`src/rtl/password_rx_if.sv`:
```
// password_rx_if: serial line and result signals of the password receiver.
//
// Handshake: byte_valid and frame_err are single-cycle pulses with no ready
// and no backpressure. The consumer must take byte_data in the pulse cycle.
// byte_data keeps its value until the next byte_valid. byte_valid and
// frame_err are never high in the same cycle.
//
// dbg_state and dbg_match expose the receive FSM state and the password
// match index for observation only.
interface password_rx_if;
  logic       rx;
  logic       byte_valid;
  logic [7:0] byte_data;
  logic       frame_err;
  logic       led_g_n;
  logic       led_r_n;
  logic [1:0] dbg_state;
  logic [2:0] dbg_match;

  modport slave (
    input  rx,
    output byte_valid, byte_data, frame_err, led_g_n, led_r_n,
    output dbg_state, dbg_match
  );

  modport master (
    output rx,
    input  byte_valid, byte_data, frame_err, led_g_n, led_r_n,
    input  dbg_state, dbg_match
  );
endinterface

```
`src/rtl/password_rx.sv`:
```
// password_rx: 8N1 serial receiver followed by a fixed 8-byte password checker
// that drives active-low green (unlocked) and red (locked) LEDs.
//
// Optional feature macro: PW_LOCKOUT_EN. When defined, MAX_FAILS checker
// mismatches or framing errors while locked latch a permanent lockout that
// only reset clears. When undefined, attempts are unlimited.
module password_rx #(
  parameter int          CLK_HZ    = 12000000,
  parameter int          BAUD      = 115200,
  parameter logic [63:0] PASSWORD  = 64'h293a216b33713234,
  parameter int          MAX_FAILS = 3
) (
  input  logic          clk,
  input  logic          reset_n,
  password_rx_if.slave  bus
);

  localparam int         BAUD_P  = CLK_HZ / BAUD;
  localparam logic [6:0] HALF_M1 = 7'(BAUD_P / 2 - 1);
  localparam logic [6:0] FULL_M1 = 7'(BAUD_P - 1);

  // The baud counter is 7 bits wide and the fail counter 2 bits wide.
  if (BAUD_P < 4 || BAUD_P > 128) begin : g_bad_baud
    $error("password_rx: CLK_HZ/BAUD must be in 4..128");
  end
  if (MAX_FAILS < 1 || MAX_FAILS > 3) begin : g_bad_max_fails
    $error("password_rx: MAX_FAILS must be in 1..3");
  end

  typedef enum logic [1:0] {
    ST_IDLE  = 2'd0,
    ST_START = 2'd1,
    ST_DATA  = 2'd2,
    ST_STOP  = 2'd3
  } rx_state_e;

  // Synchroniser and receiver state
  logic       rx_meta_q, rx_meta_d;
  logic       rx_s_q, rx_s_d;
  rx_state_e  state_q, state_d;
  logic [6:0] cnt_q, cnt_d;
  logic [2:0] idx_q, idx_d;
  logic [7:0] shift_q, shift_d;
  logic       armed_q, armed_d;
  logic       byte_valid_q, byte_valid_d;
  logic [7:0] byte_data_q, byte_data_d;
  logic       frame_err_q, frame_err_d;

  // Checker state
  logic [2:0] m_q, m_d;
  logic       unlocked_q, unlocked_d;
  logic       led_g_n_q, led_g_n_d;
  logic       led_r_n_q, led_r_n_d;

  logic [7:0] pw_byte;
  logic       checker_active;
  logic       byte_match;

  // Receiver: two-flop synchroniser plus IDLE/START/DATA/STOP sequencing.
  always_comb begin
    rx_meta_d    = bus.rx;
    rx_s_d       = rx_meta_q;
    state_d      = state_q;
    cnt_d        = cnt_q;
    idx_d        = idx_q;
    shift_d      = shift_q;
    armed_d      = armed_q;
    byte_valid_d = 1'b0;
    frame_err_d  = 1'b0;
    byte_data_d  = byte_data_q;
    case (state_q)
      ST_IDLE: begin
        // A start edge counts only once the line has been seen high, so a
        // stop bit held low cannot immediately retrigger a frame.
        if (rx_s_q) begin
          armed_d = 1'b1;
        end else if (armed_q) begin
          state_d = ST_START;
          cnt_d   = 7'd0;
        end
      end
      ST_START: begin
        if (cnt_q == HALF_M1) begin
          cnt_d = 7'd0;
          idx_d = 3'd0;
          if (!rx_s_q) state_d = ST_DATA;
          else         state_d = ST_IDLE;
        end else begin
          cnt_d = cnt_q + 7'd1;
        end
      end
      ST_DATA: begin
        if (cnt_q == FULL_M1) begin
          cnt_d   = 7'd0;
          shift_d = {rx_s_q, shift_q[7:1]};
          idx_d   = idx_q + 3'd1;
          if (idx_q == 3'd7) state_d = ST_STOP;
        end else begin
          cnt_d = cnt_q + 7'd1;
        end
      end
      ST_STOP: begin
        if (cnt_q == FULL_M1) begin
          cnt_d   = 7'd0;
          state_d = ST_IDLE;
          if (rx_s_q) begin
            byte_valid_d = 1'b1;
            byte_data_d  = shift_q;
          end else begin
            frame_err_d = 1'b1;
            armed_d     = 1'b0;
          end
        end else begin
          cnt_d = cnt_q + 7'd1;
        end
      end
      default: state_d = ST_IDLE;
    endcase
  end

`ifdef PW_LOCKOUT_EN
  logic [1:0] fails_q, fails_d;
  logic       locked_out_q, locked_out_d;
`endif

  assign pw_byte    = PASSWORD[8*m_q +: 8];
  assign byte_match = (byte_data_q == pw_byte);
`ifdef PW_LOCKOUT_EN
  assign checker_active = !unlocked_q && !locked_out_q;
`else
  assign checker_active = !unlocked_q;
`endif

  // Checker: advance the match index on each received byte while locked.
  always_comb begin
    m_d        = m_q;
    unlocked_d = unlocked_q;
`ifdef PW_LOCKOUT_EN
    fails_d      = fails_q;
    locked_out_d = locked_out_q;
`endif
    if (frame_err_q) begin
      m_d = 3'd0;
`ifdef PW_LOCKOUT_EN
      if (checker_active) fails_d = fails_q + 2'd1;
`endif
    end else if (byte_valid_q && checker_active) begin
      if (byte_match) begin
        m_d = m_q + 3'd1;
        if (m_q == 3'd7) unlocked_d = 1'b1;
      end else begin
        // Password byte 0 occurs nowhere else, so a mismatching byte can
        // only ever restart the match at position 0 or 1.
        m_d = (byte_data_q == PASSWORD[7:0]) ? 3'd1 : 3'd0;
`ifdef PW_LOCKOUT_EN
        fails_d = fails_q + 2'd1;
`endif
      end
    end
`ifdef PW_LOCKOUT_EN
    if (unlocked_d && !unlocked_q) fails_d = 2'd0;
    if (32'(fails_d) >= MAX_FAILS) locked_out_d = 1'b1;
    led_g_n_d = !unlocked_d || locked_out_d;
`else
    led_g_n_d = !unlocked_d;
`endif
    led_r_n_d = !led_g_n_d;
  end

  // State register for receiver, checker and LED outputs.
  always_ff @(posedge clk) begin
    if (!reset_n) begin
      rx_meta_q    <= 1'b1;
      rx_s_q       <= 1'b1;
      state_q      <= ST_IDLE;
      cnt_q        <= 7'd0;
      idx_q        <= 3'd0;
      shift_q      <= 8'd0;
      armed_q      <= 1'b0;
      byte_valid_q <= 1'b0;
      byte_data_q  <= 8'd0;
      frame_err_q  <= 1'b0;
      m_q          <= 3'd0;
      unlocked_q   <= 1'b0;
      led_g_n_q    <= 1'b1;
      led_r_n_q    <= 1'b0;
    end else begin
      rx_meta_q    <= rx_meta_d;
      rx_s_q       <= rx_s_d;
      state_q      <= state_d;
      cnt_q        <= cnt_d;
      idx_q        <= idx_d;
      shift_q      <= shift_d;
      armed_q      <= armed_d;
      byte_valid_q <= byte_valid_d;
      byte_data_q  <= byte_data_d;
      frame_err_q  <= frame_err_d;
      m_q          <= m_d;
      unlocked_q   <= unlocked_d;
      led_g_n_q    <= led_g_n_d;
      led_r_n_q    <= led_r_n_d;
    end
  end

`ifdef PW_LOCKOUT_EN
  // Lockout registers, present only when the lockout feature is built.
  always_ff @(posedge clk) begin
    if (!reset_n) begin
      fails_q      <= 2'd0;
      locked_out_q <= 1'b0;
    end else begin
      fails_q      <= fails_d;
      locked_out_q <= locked_out_d;
    end
  end
`endif

  assign bus.byte_valid = byte_valid_q;
  assign bus.byte_data  = byte_data_q;
  assign bus.frame_err  = frame_err_q;
  assign bus.led_g_n    = led_g_n_q;
  assign bus.led_r_n    = led_r_n_q;
  assign bus.dbg_state  = state_q;
  assign bus.dbg_match  = m_q;

endmodule

```
`src/flat_wrapper.sv`:
```
// flat-port wrapper written by rule: the top's interface ports become plain ports
module password_rx_flat 
#(
  parameter int          CLK_HZ    = 12000000,
  parameter int          BAUD      = 115200,
  parameter logic [63:0] PASSWORD  = 64'h293a216b33713234,
  parameter int          MAX_FAILS = 3
)
  (clk, reset_n, bus_rx, bus_byte_valid, bus_byte_data, bus_frame_err, bus_led_g_n, bus_led_r_n, bus_dbg_state, bus_dbg_match);
  password_rx_if bus_i ();
  input  logic clk;
  input  logic reset_n;
  input wire logic [$bits(bus_i.rx)-1:0] bus_rx;
  output wire logic [$bits(bus_i.byte_valid)-1:0] bus_byte_valid;
  output wire logic [$bits(bus_i.byte_data)-1:0] bus_byte_data;
  output wire logic [$bits(bus_i.frame_err)-1:0] bus_frame_err;
  output wire logic [$bits(bus_i.led_g_n)-1:0] bus_led_g_n;
  output wire logic [$bits(bus_i.led_r_n)-1:0] bus_led_r_n;
  output wire logic [$bits(bus_i.dbg_state)-1:0] bus_dbg_state;
  output wire logic [$bits(bus_i.dbg_match)-1:0] bus_dbg_match;
  assign bus_i.rx = bus_rx;
  assign bus_byte_valid = bus_i.byte_valid;
  assign bus_byte_data = bus_i.byte_data;
  assign bus_frame_err = bus_i.frame_err;
  assign bus_led_g_n = bus_i.led_g_n;
  assign bus_led_r_n = bus_i.led_r_n;
  assign bus_dbg_state = bus_i.dbg_state;
  assign bus_dbg_match = bus_i.dbg_match;
  password_rx #(.CLK_HZ(CLK_HZ), .BAUD(BAUD), .PASSWORD(PASSWORD), .MAX_FAILS(MAX_FAILS)) u_core (.clk(clk), .reset_n(reset_n), .bus(bus_i));
endmodule
```
`config.mk`:
```
export PLATFORM = sky130hd
export DESIGN_NAME = password_rx_flat
export DESIGN_NICKNAME = d
export VERILOG_FILES = /design/src/rtl/password_rx_if.sv /design/src/rtl/password_rx.sv /design/src/flat_wrapper.sv
export SDC_FILE = /design/constraint.sdc
export NUM_CORES = 1
export LEC_CHECK = 0
export ABC_AREA = 1
export CORE_MARGIN = 8
export CORE_UTILIZATION = 56
export DETAILED_ROUTE_END_ITERATION = 16
export HOLD_SLACK_MARGIN = 0.12
export PLACE_DENSITY_LB_ADDON = 0.08
export SKIP_LAST_GASP = 1
export SLEW_MARGIN = 25
export SYNTH_ARGS = -nofsm -noshare
export SYNTH_HDL_FRONTEND = slang
export SYNTH_SLANG_ARGS = --single-unit
```
`constraint.sdc`:
```
create_clock -name clk -period 1.8 [get_ports clk]
set_clock_uncertainty 0.1 [all_clocks]
set_input_delay 0.27 -clock clk [delete_from_list [all_inputs] [get_ports clk]]
set_output_delay 0.27 -clock clk [all_outputs]
set_load 0.02 [all_outputs]
```
==> results.py, run 1 <==
metrics = {
    "status": {
        "outcome": "complete, no violations",
    },
    "timing": {
        "period_needed_ns": 1.73,
        "tightest_slew_ns": 0.306,
        "fin_crit_sh_pct": 96.0,
        "fmax_mhz": 579,
        "setup_viol_count_final": 0,
        "slew_viol_final": 0,
        "hold_viol_final": 0,
        "max_slew_margin_pct": 79.6,
        "rsz0062_at_grt": "no",
    },
    "placed_design": {
        "finalWeightedCongestion": 0.833,
        "place_hpwl_um": 3220,
        "dp_cells": 340,
        "port_buffers": 19,
    },
    "detailed_routing": {
        "drt-initial-drc-count": 69,
        "vias": 1767,
        "drc": 0,
        "drtAntennaViolNets": 0,
        "wire_per_inst_um": 12.0,
        "routed_wl_um": 4160,
        "via_per_inst": 5.08,
        "firstDrtPassIters": 4,
    },
    "setup_path": {
        "cp-start-kind": "flip-flop",
        "r2r_start": "u_core.bus.dbg_match[0]",
        "ff2ff_setup_slack_ns": 0.15,
        "cp_slowest_cell": "clkdlybuf4s50_1",
        "crit_chain": "clkdlybuf4s50_1",
        "path_class": "reg2out",
        "worstPathRequired_ns": 1.43,
        "path_delay_family": "buffers and inverters",
        "crit_path_max_fanout": 2,
        "arrival_ns": 1.36,
        "cp_slowest_stage_delay_ns": 0.63,
        "cp.buffers_inverters": 1,
        "endpoint_kind": "primary output",
    },
    "pwr": {
        "leakage_uw": 0.00110,
        "pwr-share-seq_pct": 49.3,
        "power_frac_comb_pct": 18.3,
        "ir_drop_mv": 0.437,
        "p_sw_uw": 513,
        "power_frac_clock_pct": 32.5,
        "switching_share_pct": 28.7,
        "p_per_area_nw_per_um2": 743,
        "p_int_uw": 1270,
    },
    "hold_path": {
        "min_from": "u_core.rx_meta_q",
        "hold_path.class": "reg2reg",
    },
    "yosys": {
        "syn-num-nets": 286,
        "ys_top_cells_by_area": "dfxtp_1, nand2_1, ha_1",
        "yosys_warnings": 0,
        "ys_types": 31,
        "synth_top_area_share_pct": 37.5,
        "ys_seq_area_share_pct": 37.5,
        "syn_area_um2": 2030,
        "ys_seq_elements": 38,
        "yosys.area.top_type": "dfxtp_1",
        "synth_area_per_cell_um2": 7.54,
        "synth_cells": 269,
    },
    "clock_network": {
        "ctsHoldBuffers": 0,
        "insertion_delay_ns": 0.35,
        "cts_made_buffers": 5,
        "cts.sinks": 38,
        "cts-root-buf": "clkbuf_4",
        "post_cts.repair.setup_buffers": 0,
        "cts_tree": "done",
        "clk_pin_slew_ns": 0.11,
        "htreeDepth": 2,
        "cts_buffer_depth": 2,
    },
    "global_routing": {
        "grt_pass1_wl_um": 7210,
        "grt_max_degree": 18,
        "grt_usage_pct": 14.7,
        "grt_pass1_vias": 1720,
        "antenna_found_initial": 0,
        "overflow": 0,
    },
    "die": {
        "fp.dieH_um": 76.2,
        "ios": 20,
        "num_rows": 22,
        "dieArea_um2": 5800,
        "die_w_um": 76.2,
        "coreArea_um2": 3580,
        "start_util_pct": 56.7,
    },
    "layout": {
        "antennaDiodeCount": 0,
        "drive_gt1_share_pct": 17.7,
        "fin_nets": 316,
        "final_common_cell": "nand2_1",
        "syn_to_final_growth_pct": 18.6,
        "fillers": 335,
        "multiInputGateArea_um2": 1100,
        "regArea_um2": 763,
        "final_cell_mix": "nand2_1, dfxtp_1, a21oi_1",
        "final_cells": 348,
        "final_util_pct": 67.2,
    },
    "job": {
        "drv_cap": 0,
    },
}
sequential cells by signal, summed over array words and instances (netlist names), named ones only:
name and count:
u_core.armed_q 1, u_core.rx_meta_q 1, u_core.bus.dbg_match 3, u_core.idx_q 3, u_core.cnt_q 7, u_core.bus.dbg_state 1, u_core.bus.byte_data 8, u_core.rx_s_q 1
u_core.bus.led_g_n 1, u_core.bus.frame_err 1, u_core.bus.byte_valid 1, u_core.shift_q 8
path summary, 6_finish.rpt:
kind / end / cells after the start
setup / recovery: bus_led_r_n / 1
hold reg to reg: u_core.rx_s_q / 1
setup reg to reg: u_core.bus.dbg_match[0] / 12
hold / removal: u_core.rx_s_q / 1
power groups by stage:
stage,Clock (uW),Sequential [uW],Combinational (uW)
2_1_floorplan,0,909,214
3_3_place_gp,0,899,329
3_5_place_dp,0,900,332
4_1_cts,605,881,329
5_1_grt,623,883,365
6_report,580,880,326
synthesized netlist by cell type, drive strengths merged:
library cell / n
a21oi: 32
buf: 4
clkbuf: 2
clkinv: 1
dfxtp: 38
ha: 14
inv: 34
nand2: 65
nand3: 31
nand3b: 1
nand4: 6
nor2: 18
nor4: 1
o2111ai: 1
o21ai: 14
o21bai: 2
or2: 2
xnor2: 1
xor2: 2
metal layers:
layer	part of all wire [%]	GRT usage, %	up-vias
met5	0	0	-
met4	2.5	7.69	0
met3	3.7	4.60	12
met2	49	26.3	27
met1	45	15.0	791
li1	-	-	937
what timing repair did:
item | CTS | global route
gates resized for setup | 6 | 8
pin swaps | 0 | 0
setup endpoints to repair | 6 | 15
kinds of logic (layout without fill, tap and decap cells):
kind of cell             Yosys count  count (layout)  synth area share (%)
XOR/XNOR                           3               3                  1.30
AND/OR/NAND/NOR                  124             124                  30.6
AO/OA/AOI/OAI                     49              49                  13.3
adder cells (fa/ha/maj)           14              14                  8.64
flip-flops                        38              38                  37.5
buffers and inverters             41              72                  8.70
stage by stage:
stage          hold slack, ns  power [uW]  TNS [ns]  setup slack [ns]  cell area (um2)
2_1_floorplan           0.277        1120         0            0.0294             2030
3_3_place_gp            0.297        1230         0             0.129             2310
3_5_place_dp            0.306        1230         0             0.104             2310
4_1_cts                 0.341        1810   -0.0862           -0.0862             2390
5_1_grt                 0.360        1870         0         0.0000905             2400
6_report                0.343        1790         0            0.0727             2400
cell type report:
type	count	area share, %
inverters	35	5.67
repair buffers	29	11.2
clock buffers	5	1.56
well taps	48	2.50
clock inverters	3	1.66
multi-input cells	190	45.7
flip-flops and latches	38	31.7
Note: power is estimated with default switching activity, not from simulation.
==> run 2, diff against run 1 <==
--- a/config.mk
+++ b/config.mk
@@ -14,3 +14,3 @@
 export SKIP_LAST_GASP = 1
-export SLEW_MARGIN = 25
+export SLEW_MARGIN = 0
 export SYNTH_ARGS = -nofsm -noshare
==> constraint.sdc (replaced) <==
create_clock -name clk -period 1.8 [get_ports clk]
set_clock_uncertainty 0.1 [all_clocks]
set_input_delay 0.36 -clock clk [delete_from_list [all_inputs] [get_ports clk]]
set_output_delay 0.36 -clock clk [all_outputs]
set_load 0.02 [all_outputs]
==> results.py, run 2 (synthesized netlist as in run 1, its figures left out) <==
metrics = {
    "status": {
        "outcome": "complete, no violations",
    },
    "timing": {
        "slew_viol_final": 0,
        "tightest_slew_ns": 0.309,
        "period_needed_ns": 1.74,
        "setup_viol_count_final": 0,
        "fmax_mhz": 575,
        "hold_viol_final": 0,
        "fin_crit_sh_pct": 96.6,
        "max_slew_margin_pct": 79.4,
        "rsz0062_at_grt": "yes",
        "whs_ns": 0.325,
    },
    "clock_network": {
        "clk_pin_slew_ns": 0.11,
        "cts_buffer_depth": 2,
        "cts_tree": "done",
        "cts_made_buffers": 5,
        "cts.sinks": 38,
        "htreeDepth": 2,
        "cts-root-buf": "clkbuf_4",
        "insertion_delay_ns": 0.34,
    },
    "hold_path": {
        "hold_path.class": "reg2reg",
        "min_from": "u_core.rx_meta_q",
        "min_to": "u_core.rx_s_q",
        "hold_depth": 1,
    },
    "setup_path": {
        "ff2ff_setup_slack_ns": 0.14,
        "cp_slowest_stage_delay_ns": 0.60,
        "ff2ff_path_depth": 11,
        "cp_slowest_cell": "clkdlybuf4s50_1",
        "endpoint_kind": "primary output",
        "worstPathRequired_ns": 1.34,
        "arrival_ns": 1.28,
        "path_delay_family": "buffers and inverters",
        "r2r-end": "u_core.bus.dbg_match[0]",
        "path_class": "reg2out",
        "cp.buffers_inverters": 1,
        "cp-start-kind": "flip-flop",
        "crit_chain": "clkdlybuf4s50_1",
        "crit_path_max_fanout": 2,
        "r2r_start": "u_core.bus.dbg_match[0]",
        "worstSetupStartpoint": "u_core.bus.byte_data[7]",
    },
    "placed_design": {
        "port_buffers": 19,
        "dp_cells": 341,
        "place_hpwl_um": 3220,
        "finalWeightedCongestion": 0.844,
    },
    "die": {
        "num_rows": 22,
        "die_w_um": 76.2,
        "ios": 20,
        "fp.dieH_um": 76.2,
        "coreArea_um2": 3580,
        "dieArea_um2": 5800,
        "start_util_pct": 56.7,
    },
    "layout": {
        "syn_to_final_growth_pct": 18.2,
        "final_cell_mix": "nand2_1, dfxtp_1, a21oi_1",
        "fin_nets": 317,
        "final_cells": 348,
        "antennaDiodeCount": 0,
        "drive_gt1_share_pct": 17.0,
        "final_common_cell": "nand2_1",
        "fillers": 321,
    },
    "global_routing": {
        "antenna_found_initial": 0,
        "grt_util_met3_pct": 5.07,
        "grt_use_met1_pct": 14.9,
        "met2_usage_pct": 25.7,
        "overflow": 0,
        "grt_pass1_wl_um": 7090,
        "busiest_layer": "met2",
        "grt_max_degree": 18,
        "grt_usage_pct": 14.4,
        "grt_pass1_vias": 1658,
    },
    "detailed_routing": {
        "wire_per_inst_um": 12.0,
        "drtAntennaViolNets": 0,
        "drt-initial-drc-count": 101,
        "firstDrtPassIters": 4,
        "vias": 1808,
        "routed_wl_um": 4160,
        "via_per_inst": 5.20,
        "drc": 0,
    },
    "pwr": {
        "switching_share_pct": 27.1,
        "p_int_uw": 1310,
        "power_frac_clock_pct": 32.8,
        "ir_drop_mv": 0.582,
        "leakage_uw": 0.00109,
        "p_sw_uw": 488,
        "power_frac_comb_pct": 18.0,
        "p_per_area_nw_per_um2": 749,
        "pwr-share-seq_pct": 49.2,
    },
    "job": {
        "drv_cap": 0,
    },
}
[run 2: power groups by stage]
stage	combinational [uW]	clock, uW	sequential [uW]
2_1_floorplan	214	0	909
3_3_place_gp	325	0	903
3_5_place_dp	327	0	904
4_1_cts	322	617	885
5_1_grt	356	641	888
6_report	324	589	884
[run 2: final cells by class]
type | instances | area (um2) | share of cell area [%]
sequential | 38 | 762 | 31.8
clock inverter | 1 | 30.0 | 1.25
tap | 48 | 60.1 | 2.51
multi-input combinational | 190 | 1100 | 45.8
clock buffer | 6 | 51.3 | 2.14
inverter | 35 | 136 | 5.69
timing repair buffer | 30 | 259 | 10.8
[run 2: repair_timing]
action                                  CTS  global route
setup buffers                             0             0
endpoints found under the hold margin     0             0
gates resized for setup                  13             4
hold buffers                              0             0
endpoints found under the setup margin   13             8
[run 2: how the worst max path moves through the flow]
stage | slack (ns) | cells past startpoint | endpoint
2_1_floorplan | 0.03 | 14 | u_core.bus.dbg_match[0]
3_3_place_gp | 0.13 | 8 | u_core.cnt_q[3]
3_5_place_dp | 0.12 | 12 | u_core.bus.dbg_match[0]
4_1_cts | 0.01 | 1 | bus_led_r_n
5_1_grt | -0.0003 | 11 | u_core.bus.dbg_match[0]
6_report | 0.06 | 1 | bus_byte_data[7]
[run 2: metal layers]
layer  vias to the layer above  share of wire [%]
li1                        937                  -
met1                       832                 44
met2                        37                 51
met3                         2                4.8
met4                         0               0.53
met5                         -                  0
[run 2: per-stage QoR]
| stage | power (uW) | cell area [um2] | utilization, % | worst slack [ns] | TNS, ns |
|---|---|---|---|---|---|
| 2_1_floorplan | 1120 | 2030 | - | 0.0294 | 0 |
| 3_3_place_gp | 1230 | 2320 | 64.9 | 0.129 | 0 |
| 3_5_place_dp | 1230 | 2320 | 64.9 | 0.120 | 0 |
| 4_1_cts | 1820 | 2390 | 66.7 | 0.0102 | 0 |
| 5_1_grt | 1890 | 2400 | 67.0 | -0.000342 | -0.000342 |
| 6_report | 1800 | 2400 | 67.0 | 0.0605 | 0 |
==> run 3, diff against run 2 <==
--- a/constraint.sdc
+++ b/constraint.sdc
@@ -4,2 +4,2 @@
 set_output_delay 0.36 -clock clk [all_outputs]
-set_load 0.02 [all_outputs]
+set_load 0.1 [all_outputs]
==> results.py, run 3 (synthesized netlist as in run 1, its figures left out) <==
metrics = {
    "status": {
        "outcome": "complete, no violations",
    },
    "timing": {
        "slew_viol_final": 0,
        "hold_viol_final": 0,
        "setup_viol_count_final": 0,
        "tightest_slew_ns": 0.299,
        "period_needed_ns": 1.66,
        "fin_crit_sh_pct": 92.2,
        "fmax_mhz": 603,
        "max_slew_margin_pct": 79.9,
    },
    "setup_path": {
        "path_class": "reg2reg",
        "ff2ff_setup_slack_ns": 0.14,
        "endpoint_kind": "flip-flop",
        "r2r-end": "u_core.bus.led_g_n",
        "cpMostUsedCell": "nand2_1",
        "cp-start-kind": "flip-flop",
        "cp_slowest_stage_delay_ns": 0.41,
        "arrival_ns": 1.80,
        "crit_path_max_fanout": 6,
        "crit_chain": "inv_2 -> ha_1 -> inv_1 -> nand2_1 -> nand2_1 -> nand3_1 -> nor2_4 -> nand3_2 -> o21ai_2 -> nand2_2",
        "worstPathRequired_ns": 1.94,
        "ff2ff_path_depth": 10,
        "r2r_start": "u_core.bus.dbg_match[1]",
        "cp_slowest_cell": "dfxtp_4",
    },
    "detailed_routing": {
        "wire_per_inst_um": 12.8,
        "drtAntennaViolNets": 0,
        "drc": 0,
        "vias": 1805,
        "routed_wl_um": 4410,
        "via_per_inst": 5.23,
        "drt-initial-drc-count": 102,
        "firstDrtPassIters": 4,
    },
    "global_routing": {
        "grt_pass1_vias": 1766,
        "grt_max_degree": 18,
        "grt_util_met3_pct": 4.60,
        "met2_usage_pct": 28.1,
        "grt_usage_pct": 15.4,
        "antenna_found_initial": 0,
        "busiest_layer": "met2",
        "grt_use_met1_pct": 15.6,
        "overflow": 0,
        "grt_pass1_wl_um": 7510,
    },
    "clock_network": {
        "insertion_delay_ns": 0.34,
        "htreeDepth": 2,
        "cts.sinks": 38,
        "ctsHoldBuffers": 0,
        "cts_tree": "done",
        "cts_buffer_depth": 2,
        "clk_pin_slew_ns": 0.11,
        "cts_made_buffers": 5,
        "cts-root-buf": "clkbuf_4",
    },
    "pwr": {
        "p_sw_uw": 555,
        "leakage_uw": 0.00108,
        "power_frac_comb_pct": 21.8,
        "power_frac_clock_pct": 28.6,
        "p_int_uw": 1240,
        "switching_share_pct": 30.9,
        "pwr-share-seq_pct": 49.6,
        "ir_drop_mv": 0.586,
        "p_per_area_nw_per_um2": 692,
    },
    "die": {
        "ios": 20,
        "start_util_pct": 56.7,
        "die_w_um": 76.2,
        "dieArea_um2": 5800,
        "num_rows": 22,
        "fp.dieH_um": 76.2,
        "coreArea_um2": 3580,
    },
    "placed_design": {
        "port_buffers": 19,
        "finalWeightedCongestion": 0.885,
        "dp_cells": 336,
        "place_hpwl_um": 3380,
    },
    "hold_path": {
        "min_from": "u_core.rx_meta_q",
        "min_to": "u_core.rx_s_q",
        "hold_path.class": "reg2reg",
        "hold_depth": 1,
    },
    "layout": {
        "final_common_cell": "nand2_1",
        "final_cell_mix": "nand2_1, a21oi_1, nand3_1",
        "drive_gt1_share_pct": 26.3,
        "antennaDiodeCount": 0,
        "fin_nets": 313,
        "final_cells": 345,
        "final_util_pct": 72.6,
        "syn_to_final_growth_pct": 28.1,
    },
    "job": {
        "drv_cap": 0,
    },
}
## run 3: per-layer routing
metal	part of all wire, %	up-vias
li1	-	930
met1	41	828
met2	53	38
met3	3.6	9
met4	2.4	0
met5	0	-
## run 3: critical path, delay by kind of cell, from the launching register on
family | cells | cell delay (ns)
simple gates | 6 | 0.59
flops | 1 | 0.41
fa+ha+maj | 1 | 0.18
buf+inv | 2 | 0.14
compound gates | 1 | 0.14
## run 3: what timing repair did
item | CTS | global route
buffers inserted | 0 | 1
setup endpoints to repair | 0 | 5
gates resized for setup | 0 | 9
## run 3: cell type report
class                      count  area, um2
timing repair buffer          26        425
clock buffer                   8       70.1
multi-input combinational    190       1120
sequential                    38        786
tap                           48       60.1
fill                         307        980
inverter                      35        139
## run 3: per-stage QoR
step           power, uW  instance area (um2)  worst slack (ns)  TNS [ns]  hold WS (ns)
2_1_floorplan       1170                 2050            0.0147         0         0.293
3_3_place_gp        1290                 2490             0.102         0         0.308
3_5_place_dp        1290                 2490            0.0827         0         0.308
4_1_cts             1810                 2560            0.0659         0         0.332
5_1_grt             1880                 2600           -0.0399   -0.0437         0.358
6_report            1800                 2600             0.141         0         0.331
## run 3: how the worst max path moves through the flow
stage	start	to	slack [ns]
6_report	u_core.bus.dbg_match[1]	u_core.bus.led_g_n	0.14
5_1_grt	u_core.bus.dbg_match[1]	u_core.bus.dbg_match[0]	-0.04
3_3_place_gp	u_core.bus.dbg_match[0]	u_core.bus.dbg_match[0]	0.10
4_1_cts	u_core.bus.dbg_match[0]	u_core.bus.dbg_match[0]	0.07
3_5_place_dp	u_core.bus.dbg_match[0]	u_core.bus.dbg_match[0]	0.08
2_1_floorplan	u_core.bus.dbg_match[0]	u_core.bus.led_g_n	0.01
## run 3: power by group through the flow
stage	registers (uW)	logic [uW]	clock network, uW
after floorplan	952	214	0
after global placement	908	380	0
after detailed placement	908	385	0
after CTS	890	390	525
after global routing	894	429	554
final	891	392	514
